**src/rtl/icache_direct.sv**
```systemverilog
`default_nettype none
// ============================================================================
// Module   : icache_direct
// Purpose  : Direct-mapped, one-word-per-block instruction cache for a single
//            core. Hits are served combinationally. Misses are filled over
//            the memory controller's iREN/iaddr/iwait/iload handshake. Hit
//            and miss counters are kept for performance reporting.
// Ports    : CLK, nRST            - clock, synchronous active-low reset
//            imemREN, imemaddr    - fetch request from the datapath
//            ihit, imemload       - fetch result (imemload valid when ihit)
//            flush                - invalidate all entries
//            iREN, iaddr          - read request to the memory controller
//            iwait, iload         - controller stall and read data
//            hit_count,miss_count - performance counters (wrap on overflow)
// Revision : 1.0 - initial release
// ============================================================================
module icache_direct #(
    parameter int SETS = 16,
    parameter int CTRW = 32
) (
    input  logic            CLK,
    input  logic            nRST,
    input  logic            imemREN,
    input  logic [31:0]     imemaddr,
    output logic            ihit,
    output logic [31:0]     imemload,
    input  logic            flush,
    output logic            iREN,
    output logic [31:0]     iaddr,
    input  logic            iwait,
    input  logic [31:0]     iload,
    output logic [CTRW-1:0] hit_count,
    output logic [CTRW-1:0] miss_count
);

    localparam int IDX  = $clog2(SETS);
    localparam int TAGW = 30 - IDX;

    typedef enum logic [0:0] {
        IDLE = 1'b0,
        FILL = 1'b1
    } state_t;

    state_t             r_state;
    state_t             w_state_next;

    // Only the valid bits carry reset; tag and data are qualified by valid.
    logic [SETS-1:0]    r_valid;
    logic [TAGW-1:0]    r_tag  [SETS];
    logic [31:0]        r_data [SETS];

    // Word address of the outstanding miss.
    logic [29:0]        r_fill_addr;
    logic [CTRW-1:0]    r_hit_count;
    logic [CTRW-1:0]    r_miss_count;

    logic [IDX-1:0]     w_index;
    logic [TAGW-1:0]    w_tag;
    logic               w_lookup_hit;
    logic               w_hit_inc;
    logic               w_miss;
    logic               w_fill_we;
    logic [IDX-1:0]     w_fill_index;
    logic [TAGW-1:0]    w_fill_tag;

    // Byte-offset bits of the fetch address play no part in the lookup.
    logic               w_unused;
    assign w_unused = &{1'b0, imemaddr[1:0]};

    assign w_index      = imemaddr[IDX+1:2];
    assign w_tag        = imemaddr[31:IDX+2];
    assign w_lookup_hit = r_valid[w_index] && (r_tag[w_index] == w_tag);
    assign w_fill_index = r_fill_addr[IDX-1:0];
    assign w_fill_tag   = r_fill_addr[29:IDX];

    assign hit_count    = r_hit_count;
    assign miss_count   = r_miss_count;

    // ------------------------------------------------------------------
    // Next-state and output decode
    // ------------------------------------------------------------------
    always_comb begin
        w_state_next = r_state;
        ihit         = 1'b0;
        imemload     = 32'h0;
        iREN         = 1'b0;
        iaddr        = 32'h0;
        w_hit_inc    = 1'b0;
        w_miss       = 1'b0;
        w_fill_we    = 1'b0;

        case (r_state)
            IDLE: begin
                if (imemREN) begin
                    if (w_lookup_hit) begin
                        ihit      = 1'b1;
                        imemload  = r_data[w_index];
                        w_hit_inc = 1'b1;
                    end else begin
                        w_miss       = 1'b1;
                        w_state_next = FILL;
                    end
                end
            end
            FILL: begin
                // The request is held regardless of what the datapath does,
                // so the controller never sees a withdrawn read.
                iREN  = 1'b1;
                iaddr = {r_fill_addr, 2'b00};
                if (!iwait) begin
                    w_fill_we    = 1'b1;
                    w_state_next = IDLE;
                    // Forward the returning word only if the datapath is
                    // still asking for the same address; not counted as a hit.
                    if (imemREN && (imemaddr[31:2] == r_fill_addr)) begin
                        ihit     = 1'b1;
                        imemload = iload;
                    end
                end
            end
            default: w_state_next = IDLE;
        endcase
    end

    // ------------------------------------------------------------------
    // State, fill address and counters
    // ------------------------------------------------------------------
    always_ff @(posedge CLK) begin
        if (!nRST) begin
            r_state      <= IDLE;
            r_fill_addr  <= 30'h0;
            r_hit_count  <= '0;
            r_miss_count <= '0;
        end else begin
            r_state <= w_state_next;
            if (w_miss) begin
                r_fill_addr  <= imemaddr[31:2];
                r_miss_count <= r_miss_count + 1'b1;
            end
            if (w_hit_inc) begin
                r_hit_count <= r_hit_count + 1'b1;
            end
        end
    end

    // Flush takes priority over a same-cycle fill so the filled entry ends
    // up invalid; its tag/data may still be written but are never used.
    always_ff @(posedge CLK) begin
        if (!nRST) begin
            r_valid <= '0;
        end else if (flush) begin
            r_valid <= '0;
        end else if (w_fill_we) begin
            r_valid[w_fill_index] <= 1'b1;
        end
    end

    always_ff @(posedge CLK) begin
        if (nRST && w_fill_we) begin
            r_tag[w_fill_index]  <= w_fill_tag;
            r_data[w_fill_index] <= iload;
        end
    end

endmodule
`default_nettype wire

```
**config.mk**
```make
export PLATFORM = sky130hd
export DESIGN_NAME = icache_direct
export DESIGN_NICKNAME = d
export VERILOG_FILES = /design/src/rtl/icache_direct.sv
export SDC_FILE = /design/constraint.sdc
export NUM_CORES = 1
export LEC_CHECK = 0
export ABC_AREA = 1
export CORE_UTILIZATION = 40
export CTS_BUF_LIST = sky130_fd_sc_hd__clkbuf_4 sky130_fd_sc_hd__clkbuf_8
export DETAILED_ROUTE_END_ITERATION = 7
export SLEW_MARGIN = 10
export SYNTH_ARGS = -nofsm -noshare
export SYNTH_HDL_FRONTEND = slang
export SYNTH_SLANG_ARGS = --single-unit
```
**constraint.sdc**
```tcl
create_clock -name CLK -period 6.2 [get_ports CLK]
set_clock_uncertainty 0.05 [all_clocks]
set_input_delay 1.24 -clock CLK [delete_from_list [all_inputs] [get_ports CLK]]
set_output_delay 1.24 -clock CLK [all_outputs]
set_load 0.01 [all_outputs]
```
==> flow_summary.json <==
{
  "die_area_sq_um": 113000,
  "min_path_type": "register to register",
  "die_h_um": 337,
  "synth_xor_area_frac": 0.00137,
  "synth_mux_area_frac": 0,
  "min_period_over_period": 0.963,
  "synthesis.instances": 4371,
  "whs_endpoint": "r_valid[10]",
  "grt_start_max_net_pins": 133,
  "clkLatencyLatePin_ns": 0.86,
  "synth_flop_cell": "edfxtp_1",
  "num_io_pins": 199,
  "htree_levels": 4,
  "finalWorstSetupSlack_ns": 0.229,
  "r2r_end": "r_data[11][20]",
  "fmax_mhz": 167,
  "yosys.area.top_type_share": 0.622,
  "crit_path_end_kind": "output pin",
  "whs_path_depth": 2,
  "fin_tns_setup_ns": 0,
  "cts_resized": 0,
  "worstPathMaxFanout": 51,
  "dr.pass1.iters": 5,
  "reg2reg_setup_slack_ns": 2.64,
  "cpPeakStageDelay_ns": 0.67,
  "multi_input_area_sq_um": 12000,
  "synth-simple-area-share": 0.187,
  "antenna_found_initial": 4,
  "io_buffers": 194,
  "place_hpwl_um": 69200,
  "synthAdderAreaFrac": 0.000558,
  "drv_slew": 0,
  "tightest_slew_ns": 1.04,
  "synth-seq-area-share": 0.671,
  "cts_tree": "built",
  "worstPathRequired_ns": 4.91,
  "die_width_um": 337,
  "synth_area_sq_um": 44800,
  "synth_compound_area_frac": 0.0750,
  "seq_area_sq_um": 30100,
  "numCtsBuffers": 173,
  "synth_top_cell_by_area": "edfxtp_1",
  "setup_viol": 0,
  "path_common_cell": "nand2_1",
  "cp_slowest_cell": "clkdlybuf4s50_1",
  "drt_wl_total_um": 127000,
  "ys_ff_latch": 1039,
  "synth_top_family_by_area": "simple AND/OR/NAND/NOR gates",
  "wire_per_inst_um": 20.5,
  "crit_path_start_kind": "primary input",
  "synth_edf_count": 928,
  "critPathBufInv": 5,
  "status": "finished, final reports clean",
  "crit_chain": "buf_8 -> buf_12 -> buf_12 -> nor2_1 -> nor2_1 -> o21ai_0 -> nand3_1 -> nand3_1 -> nand2_1 -> nand2_1 -> nand2_1 -> nand2_1 -> nor2_1 -> nand3_1 -> nor2_4 -> nand3_4 -> inv_4 -> nand2_1 -> o21ai_0 -> clkdlybuf4s50_1",
  "area_delta_synth_final_pct": 16.5,
  "nNetsFinal": 4661,
  "hp-start": "r_valid[10]",
  "p_leak_nw": 19.8,
  "cts-hold-fix-buffers": 0,
  "peakVddDrop_uv": 172,
  "r2r_cells": 6,
  "grt_use_total": 0.222,
  "cts_sinks": 1039,
  "drtIter0Drc": 3103,
  "cts_setup_buffers": 0,
  "r2r-start": "r_state",
  "crit_type": "primary input to output pin",
  "path_delay_family": "buffers and inverters",
  "powerDensity_nw_per_um2": 281,
  "start_util": 0.404,
  "avgViaCountPerCell": 5.22,
  "clk_pin_slew_ns": 0.06,
  "synth_warnings": 0,
  "yosys-top-cells-area": "edfxtp_1, nand2_1, dfxtp_1, nand3_1, inv_1",
  "arrival_ns": 4.68,
  "final_layout_size_suffix_gt1_frac": 0.0889,
  "nFillCells": 10200,
  "dp_slack_ns": 0.0526,
  "relSlewSlack": 0.305,
  "num_vias": 32500,
  "syn_area_per_cell_sq_um": 10.3,
  "cts_root_buf": "clkbuf_8",
  "grt-ovfl-total": 0,
  "fp.coreArea_sq_um": 111000,
  "synthArstFlopShare": 0,
  "cts_buffer_depth": 3,
  "place.gp.congestion": 0.940,
  "drc": 0,
  "rsz0062_at_grt": "false",
  "hold_violations": 0,
  "rows": 122,
  "synth_cell_type_count": 34,
  "maxCapViolCount": 0,
  "antenna_left": 0,
  "grt_pass1_vias": 30500,
  "final.min_clock_period_ns": 5.97,
  "grt_pass1_wl_um": 190000
}
## how the worst max path moves through the flow
stage / startpoint / end / slack (ns) / depth (start not counted)
2_1_floorplan: nRST / r_data[0][0] / 1.38 / 4
3_3_place_gp: imemaddr[2] / imemload[9] / 0.03 / 20
3_5_place_dp: imemaddr[2] / imemload[9] / 0.05 / 20
4_1_cts: imemaddr[2] / imemload[9] / 0.03 / 20
5_1_grt: imemaddr[2] / imemload[9] / 0.02 / 19
6_report: imemaddr[2] / imemload[9] / 0.23 / 20
## cells by family after synthesis
group,count (synthesis)
xor gates and xnor gates,7
AOI/OAI and AO/OA,567
adders and majority gates,2
DFF,1039
other,1
and+or+nand+nor,2041
buffers and inverters,714
## worst reg2reg max path, cell delays in order (launching register included)
cell	delay, ns
dfxtp_2	0.32
buf_4	0.56
nand2_1	0.25
nor3_1	0.42
nand2_1	0.20
nor2_4	0.79
buf_4	0.60
## report_power, final
| part | internal (mW) | switching [mW] | total [mW] |
|---|---|---|---|
| logic | 0.303 | 0.686 | 0.989 |
| registers | 7.69 | 0.0802 | 7.77 |
| clock network | 3.18 | 2.71 | 5.89 |
## per-stage QoR
| step | utilization | area [sq um] | total power, mW | hold slack (ns) | cells |
|---|---|---|---|---|---|
| floorplan | - | 44800 | 8.45 | 0.380 | 4372 |
| global placement | 0.441 | 48800 | 8.88 | 0.388 | 5903 |
| detailed placement | 0.441 | 48800 | 8.89 | 0.390 | 5903 |
| CTS | 0.471 | 52200 | 14.8 | 0.399 | 6215 |
| global route | 0.471 | 52200 | 15.2 | 0.429 | 6219 |
| finish | 0.471 | 52200 | 14.7 | 0.399 | 6220 |
## Yosys cell counts (65+ instances only)
| master | number |
|---|---|
| nand4_1 | 67 |
| o21ai_0 | 136 |
| nor2_1 | 300 |
| nand2_1 | 1262 |
| buf_2 | 65 |
| a21oi_1 | 261 |
| nand3_1 | 362 |
| clkbuf_1 | 123 |
| dfxtp_1 | 111 |
| inv_1 | 456 |
| edfxtp_1 | 928 |
| a221oi_1 | 118 |
## state kept, by name, summed over array words and instances, names as in the netlist
signal       flops
r_state          1
r_valid         16
hit_count       32
r_data         512
r_tag          416
r_fill_addr     30
miss_count      32
## per-layer routing
layer  track usage  wire, um  vias to the layer above
li1              -         -                    15400
met1         0.311     56400                    15700
met2         0.354     59500                     1109
met3        0.0335      7920                      216
met4        0.0744      3420                        4
met5             0        22                        -
## final cells by class
type,instances,share of cell area
sequential,1039,0.576
multi-input combinational,2619,0.229
timing repair buffer,297,0.0607
clock buffer,263,0.0592
tap,1488,0.0356
inverter,460,0.0336
clock inverter,49,0.00520
antenna,5,0.000240
## layout by cell type (no fill, tap or decap), drive strengths merged
cell type and instances:
clkbuf 264, o22ai 20, o211ai 15, a31oi 7, nor4 19, conb 2
clkdlybuf4s50 188, nor3 25, inv 464, a32oi 2, a21oi 261, nand4 67
or2 1, clkinvlp 3, clkinv 42, nor2 302, xor2 2, o21ai 144
a221oi 118, ha 2, edfxtp 928, nand3b 1, buf 108, nand2 1262
or3 1, diode 5, dfxtp 111, xnor2 5, nand3 363
Power figures use the tool's default switching activity.
